--- src/rtl/code_loader.sv ---
// code_loader: length-prefixed little-endian byte stream to 32-bit code-memory writes.
// Optional trailing word checksum: define CODE_LOADER_CHECKSUM_EN. Rev 1.0
`default_nettype none

module code_loader #(
  parameter int unsigned            ADDR_WIDTH = 64,
  parameter int unsigned            ROM_SIZE   = 16,
  parameter logic [ADDR_WIDTH-1:0]  BASE_ADDR  = '0
) (
  input  logic                  clk_i,
  input  logic                  rst_ni,
  input  logic                  start_i,
  input  logic                  byte_valid_i,
  input  logic [7:0]            byte_data_i,
  output logic                  byte_ready_o,
  output logic                  we_o,
  output logic [ADDR_WIDTH-1:0] waddr_o,
  output logic [31:0]           wdata_o,
  output logic                  busy_o,
  output logic                  done_o,
  output logic                  error_o,
  output logic [1:0]            err_code_o,
  output logic [ROM_SIZE-2:0]   words_o
);

  localparam logic [2:0] S_IDLE  = 3'd0;
  localparam logic [2:0] S_HDR   = 3'd1;
  localparam logic [2:0] S_DATA  = 3'd2;
  localparam logic [2:0] S_WRITE = 3'd3;
  localparam logic [2:0] S_CSUM  = 3'd4;
  localparam logic [2:0] S_DONE  = 3'd5;
  localparam logic [2:0] S_ERR   = 3'd6;

  localparam logic [32:0] CAPACITY = 33'd1 << (ROM_SIZE - 2);
`ifdef CODE_LOADER_CHECKSUM_EN
  localparam bit CSUM_EN = 1'b1;
`else
  localparam bit CSUM_EN = 1'b0;
`endif

  logic [2:0]            state_q, state_d;
  logic [1:0]            idx_q, idx_d;
  logic [31:0]           shreg_q, shreg_d;
  logic [31:0]           len_q, len_d;
  logic [ROM_SIZE-2:0]   words_q, words_d;
  logic [ADDR_WIDTH-1:0] waddr_q, waddr_d;
  logic [31:0]           wdata_q, wdata_d;
  logic                  done_q, done_d;
  logic                  error_q, error_d;
  logic [1:0]            err_q, err_d;
`ifdef CODE_LOADER_CHECKSUM_EN
  logic [31:0]           sum_q, sum_d;
`endif

  logic        ready;
  logic        fire;
  logic        last_byte;
  logic [31:0] word_in;

  assign ready     = (state_q == S_HDR) || (state_q == S_DATA) || (state_q == S_CSUM);
  assign fire      = byte_valid_i && ready;
  assign last_byte = fire && (idx_q == 2'd3);
  // First byte of each group ends up in [7:0] after four shifts.
  assign word_in   = {byte_data_i, shreg_q[31:8]};

  always_comb begin
    state_d = state_q;
    idx_d   = idx_q;
    shreg_d = shreg_q;
    len_d   = len_q;
    words_d = words_q;
    waddr_d = waddr_q;
    wdata_d = wdata_q;
    done_d  = done_q;
    error_d = error_q;
    err_d   = err_q;
`ifdef CODE_LOADER_CHECKSUM_EN
    sum_d   = sum_q;
`endif
    if (fire) begin
      shreg_d = word_in;
      idx_d   = idx_q + 2'd1;
    end
    case (state_q)
      S_IDLE, S_DONE, S_ERR: begin
        if (start_i) begin
          state_d = S_HDR;
          idx_d   = 2'd0;
          words_d = '0;
          done_d  = 1'b0;
          error_d = 1'b0;
          err_d   = 2'd0;
`ifdef CODE_LOADER_CHECKSUM_EN
          sum_d   = '0;
`endif
        end
      end
      S_HDR: begin
        if (last_byte) begin
          len_d = word_in;
          if ({1'b0, word_in} > CAPACITY) begin
            state_d = S_ERR;
            error_d = 1'b1;
            err_d   = 2'd1;
          end else if (word_in == 32'd0) begin
            state_d = CSUM_EN ? S_CSUM : S_DONE;
            done_d  = !CSUM_EN;
          end else begin
            state_d = S_DATA;
          end
        end
      end
      S_DATA: begin
        if (last_byte) begin
          state_d = S_WRITE;
          wdata_d = word_in;
          waddr_d = BASE_ADDR + (ADDR_WIDTH'(words_q) << 2);
        end
      end
      S_WRITE: begin
        words_d = words_q + 1'b1;
`ifdef CODE_LOADER_CHECKSUM_EN
        sum_d   = sum_q + wdata_q;
`endif
        if (32'(words_q) + 32'd1 == len_q) begin
          state_d = CSUM_EN ? S_CSUM : S_DONE;
          done_d  = !CSUM_EN;
        end else begin
          state_d = S_DATA;
        end
      end
`ifdef CODE_LOADER_CHECKSUM_EN
      S_CSUM: begin
        if (last_byte) begin
          if (word_in == sum_q) begin
            state_d = S_DONE;
            done_d  = 1'b1;
          end else begin
            state_d = S_ERR;
            error_d = 1'b1;
            err_d   = 2'd2;
          end
        end
      end
`endif
      default: state_d = S_IDLE;
    endcase
  end

  always_ff @(posedge clk_i or negedge rst_ni) begin
    if (!rst_ni) begin
      state_q <= S_IDLE;
      idx_q   <= 2'd0;
      shreg_q <= '0;
      len_q   <= '0;
      words_q <= '0;
      waddr_q <= '0;
      wdata_q <= '0;
      done_q  <= 1'b0;
      error_q <= 1'b0;
      err_q   <= 2'd0;
`ifdef CODE_LOADER_CHECKSUM_EN
      sum_q   <= '0;
`endif
    end else begin
      state_q <= state_d;
      idx_q   <= idx_d;
      shreg_q <= shreg_d;
      len_q   <= len_d;
      words_q <= words_d;
      waddr_q <= waddr_d;
      wdata_q <= wdata_d;
      done_q  <= done_d;
      error_q <= error_d;
      err_q   <= err_d;
`ifdef CODE_LOADER_CHECKSUM_EN
      sum_q   <= sum_d;
`endif
    end
  end

  // Status strobes are pure decodes of the state register.
  assign byte_ready_o = ready;
  assign we_o         = (state_q == S_WRITE);
  assign busy_o       = ready || (state_q == S_WRITE);
  assign waddr_o      = waddr_q;
  assign wdata_o      = wdata_q;
  assign done_o       = done_q;
  assign error_o      = error_q;
  assign err_code_o   = err_q;
  assign words_o      = words_q;

endmodule

`default_nettype wire
--- config.mk ---
export PLATFORM = sky130hd
export DESIGN_NAME = code_loader
export DESIGN_NICKNAME = d
export VERILOG_FILES = /design/src/rtl/code_loader.sv
export SDC_FILE = /design/constraint.sdc
export NUM_CORES = 1
export LEC_CHECK = 0
export ABC_AREA = 1
export CORE_ASPECT_RATIO = 0.75
export CORE_MARGIN = 4
export CORE_UTILIZATION = 45
export CTS_CLUSTER_SIZE = 12
export DETAILED_ROUTE_END_ITERATION = 7
export GPL_ROUTABILITY_DRIVEN = 0
export PLACE_DENSITY = 0.77
export SLEW_MARGIN = 20
export SYNTH_ARGS = -nofsm -noshare
export SYNTH_HDL_FRONTEND = slang
export SYNTH_SLANG_ARGS = --single-unit
--- constraint.sdc ---
create_clock -name clk_i -period 2.6 [get_ports clk_i]
set_input_delay 0.52 -clock clk_i [delete_from_list [all_inputs] [get_ports clk_i]]
set_output_delay 0.52 -clock clk_i [all_outputs]
set_load 0.03 [all_outputs]
==> implementation parameters <==
Parameter                              Value

Place
  Dpl hpwl ... 11060 um
  Setup slack at placement ... 360.2 ps
  Total of buffers placed on input and output ports ... 79
  DP Cell Count ... 989

CTS
  H-tree level count ... 4
  Number of buffers on the longest clock path ... 2
  Clock transition at path regs ... 60 ps
  CTS hold repair buffers ... 0
  Post-CTS setup buffer count ... 0
  Number of clock buffers inserted by TritonCTS ... 17
  Library cell used as clock root buffer ... clkbuf_16
  Source-to-sink clock delay at the later pin of the worst-skew pair ... 420 ps
  Number of sinks on the clock net ... 125
  TritonCTS clock tree ... yes
  Post-cts sizing count ... 0

Worst setup path
  Critical Path, Cell by Cell ... ha_1, nand2_1, nor2_2, nand3_1, nand3b_1, nand2_1, nor2_1, nand2_1, nor2_1, nand3_1, nand2_1, nand2_1, nand2_1, nand2_1
  R2R cell count ... 14
  Count of buffering cells on the critical path with inverters included ... 0
  Family with the most delay on the worst path ... simple AND/OR/NAND/NOR gates
  Critical Path AT ... 2610 ps
  Peak fanout along the critical path ... 8
  Worst setup path category ... reg2reg
  End of the worst register-to-register path ... state_q[1]$_DFFE_PN0P_
  Worst-path cell with the longest stage delay ... dfrtp_1
  Nature of the critical path startpoint ... flip-flop
  Required time of the worst setup path ... 2910 ps
  Reg2reg start ... words_o[1]$_DFFE_PN0P_
  Capturing element type of the critical path ... flip-flop
  Dominant cell type by count on the critical path ... nand2_1
  Maximum cell stage delay along the critical path ... 410 ps
  Worst setup slack for register-to-register paths ... 300 ps

Timing
  Final setup skew ... 7.981 ps
  Slew headroom ... 59.46%
  Total Negative Setup Slacks ... 0 ps
  Minimum setup slack in the final design ... 296.5 ps
  Tcrit/Tclk final ... 88.60%
  Number of setup violations in the final report ... 0
  Achievable frequency ... 434.1 MHz
  Number of hold violations in the final report ... 0
  Minimum period implied by the final worst setup slack ... 2304 ps
  Max Transition Viols Final ... 0
  Setup repair after global routing missed its margin ... no
  Transition time of the tightest slew-check pin ... 606.7 ps

Floorplan
  Chip width ... 143.0 um
  Starting Density ... 46.60%
  Placeable core region ... 13200 um2
  Row Count ... 36
  Chip height ... 109.2 um
  Number of top-level pins ... 130
  Area of the die ... 15620 um2

Final layout
  Fin nets ... 851
  Fill cell total of the finished layout ... 1228
  Non-filler instance count after layout ... 1021
  Diode insertion count for antenna repair ... 0
  Post-synthesis to final-layout area growth ... 20.49%
  Share of the core filled with cells ... 56.14%
  Share of final-layout standard cells stronger than drive strength 1 ... 5.765%

Power
  Internal power summed over all cells ... 4.986 mW
  Register share of total power ... 35.3%
  Total power divided by cell area ... 1154 nW/um2
  Max IR drop VDD ... 0.0008497 V
  Static Leak ... 3.544 nW
  Share of power burned in combinational logic ... 39.2%
  Switching fraction of total power ... 41.71%
  Net switching component of the power ... 3.568 mW
  Share of total power in the clock network ... 25.5%

Global route
  Global-route layer with the greatest usage ... met1
  Maximum number of pins on one net before global-route repair ... 68
  Initial antenna violation count ... 0
  Met2 capacity usage during global routing ... 29.12%
  Via count of the first global-routing pass ... 4775
  Met1 capacity usage during global routing ... 30.13%
  Met3 Usage GRT ... 5.436%
  Global routing usage summed across all routing layers ... 20.16%
  Total global routing overflow ... 0
  Wire length of the first global-routing pass ... 24560 um

Min path
  Hold crit path type ... in2async

Yosys
  Predominant post-synthesis flop cell ... dfrtp_1
  Post-synthesis async set-or-reset flop share ... 100.0%
  Count of yosys warnings during synthesis ... 0
  Post-Syn Instances ... 759
  EDFF count, synth ... 0
  Yosys reg bits ... 125
  Number of distinct standard cells referenced by the synthesized netlist ... 31
  Mean post-synth cell area ... 8.102 um2
  Total standard cell area after synthesis ... 6150 um2
  Sequential share of the synthesized area ... 50.86%

Drt
  Ratio of routed vias to standard cells ... 5.115
  Drt drc ... 0
  Wire length per cell ... 14.94 um
  Final ANT Viol Nets ... 0
  Total vias in the final route ... 5222
  Wire length reported by the detailed router ... 15260 um
  Number of iterations in the first detailed-routing pass ... 5
  Number of violations reported at the end of detailed-routing iteration 0 ... 380

Outcome
  Run status ... complete, no violations

Flow run
  Number of violations of the max-capacitance limit ... 0
-- layer usage --
metal | wire length [um] | part of all wire, %
met1 | 7073 | 46
met2 | 6727 | 44
met5 | 0 | 0
met3 | 1326 | 8.7
met4 | 128 | 0.84
-- worst max path at each step --
stage | start | to | slack, ps | depth (start not counted)
after floorplan | state_q[2]$_DFFE_PN0P_ | busy_o | 290 | 2
after CTS | state_q[1]$_DFFE_PN0P_ | byte_ready_o | 30 | 6
after detailed placement | words_o[1]$_DFFE_PN0P_ | state_q[1]$_DFFE_PN0P_ | 360 | 14
after global placement | words_o[1]$_DFFE_PN0P_ | state_q[1]$_DFFE_PN0P_ | 400 | 16
final | words_o[1]$_DFFE_PN0P_ | state_q[1]$_DFFE_PN0P_ | 300 | 14
after global routing | words_o[1]$_DFFE_PN0P_ | state_q[0]$_DFFE_PN0P_ | 80 | 15
-- metrics by stage --
step	hold WS, ps	total power, mW	instance area (um2)
after floorplan	224.4	5.229	6334
after global placement	458.8	6.252	6855
after detailed placement	473.6	6.348	6855
after CTS	44.35	8.584	7405
after global routing	61.87	9.161	7410
final	39.24	8.554	7410
-- sequential cells by signal, summed over array words and instances (netlist names) --
register and count:
idx_q 2, err_code_o 1, wdata_o 32, waddr_o 15, done_o 1, words_o 15
state_q 3, len_q 32, shreg_q 24
-- cells in the final DEF, fill, tap and decap left out, types with 2 or more instances in the layout --
| cell type | instances |
|---|---|
| inv_2 | 2 |
| ha_1 | 2 |
| nor2_1 | 51 |
| a21oi_1 | 2 |
| clkdlybuf4s50_1 | 75 |
| nor3_1 | 5 |
| inv_1 | 75 |
| o21ai_1 | 28 |
| o22ai_1 | 14 |
| clkbuf_16 | 17 |
| nand2_4 | 2 |
| inv_6 | 5 |
| nand4_1 | 16 |
| nand2_1 | 227 |
| clkinvlp_4 | 5 |
| dlymetal6s2s_1 | 2 |
| buf_4 | 6 |
| nor2_2 | 2 |
| nand3_1 | 36 |
| conb_1 | 50 |
| o21ai_0 | 81 |
| buf_12 | 2 |
| dfrtp_1 | 125 |
| nand3b_1 | 5 |
-- cells in the mapped netlist (all sizes together), types with 5 or more instances --
library cell,instances,area (um2)
nand4,16,100.1
nand2,230,880.9
nand3b,5,37.54
nor3,5,25.02
dfrtp,125,3128
o22ai,14,87.58
o21ai,110,554.3
inv,77,289.0
clkbuf,7,26.28
buf,68,521.8
nor2,54,215.2
nand3,36,180.2
-- logic make-up (layout without fill, tap and decap cells) --
family,after synthesis,in the layout,synth area share [%]
flip-flops,125,125,50.86
other,1,50,0.06098
AND/OR/NAND/NOR,349,349,23.70
XOR/XNOR,2,2,0.5086
adder cells (fa/ha/maj),2,2,0.4069
buffers and inverters,152,194,13.61
AO/OA/AOI/OAI,128,128,10.84
-- layout make-up --
| type | count | area [um2] | area share (%) |
|---|---|---|---|
| tap | 171 | 214.0 | 2.888 |
| timing repair buffer | 85 | 860.8 | 11.62 |
| clock buffer | 19 | 442.9 | 5.978 |
| inverter | 77 | 289.0 | 3.901 |
| multi-input combinational | 531 | 2369 | 31.97 |
| sequential | 125 | 3128 | 42.22 |
| clock inverter | 13 | 106.4 | 1.435 |
-- power groups by stage --
stage	clock network (mW)	logic (mW)	registers [mW]
2_1_floorplan	0	1.91	3.32
3_3_place_gp	0	3.24	3.01
3_5_place_dp	0	3.33	3.02
4_1_cts	2.22	3.36	3.01
5_1_grt	2.32	3.75	3.10
6_report	2.18	3.35	3.02
Note: power is estimated with default switching activity, not from simulation.
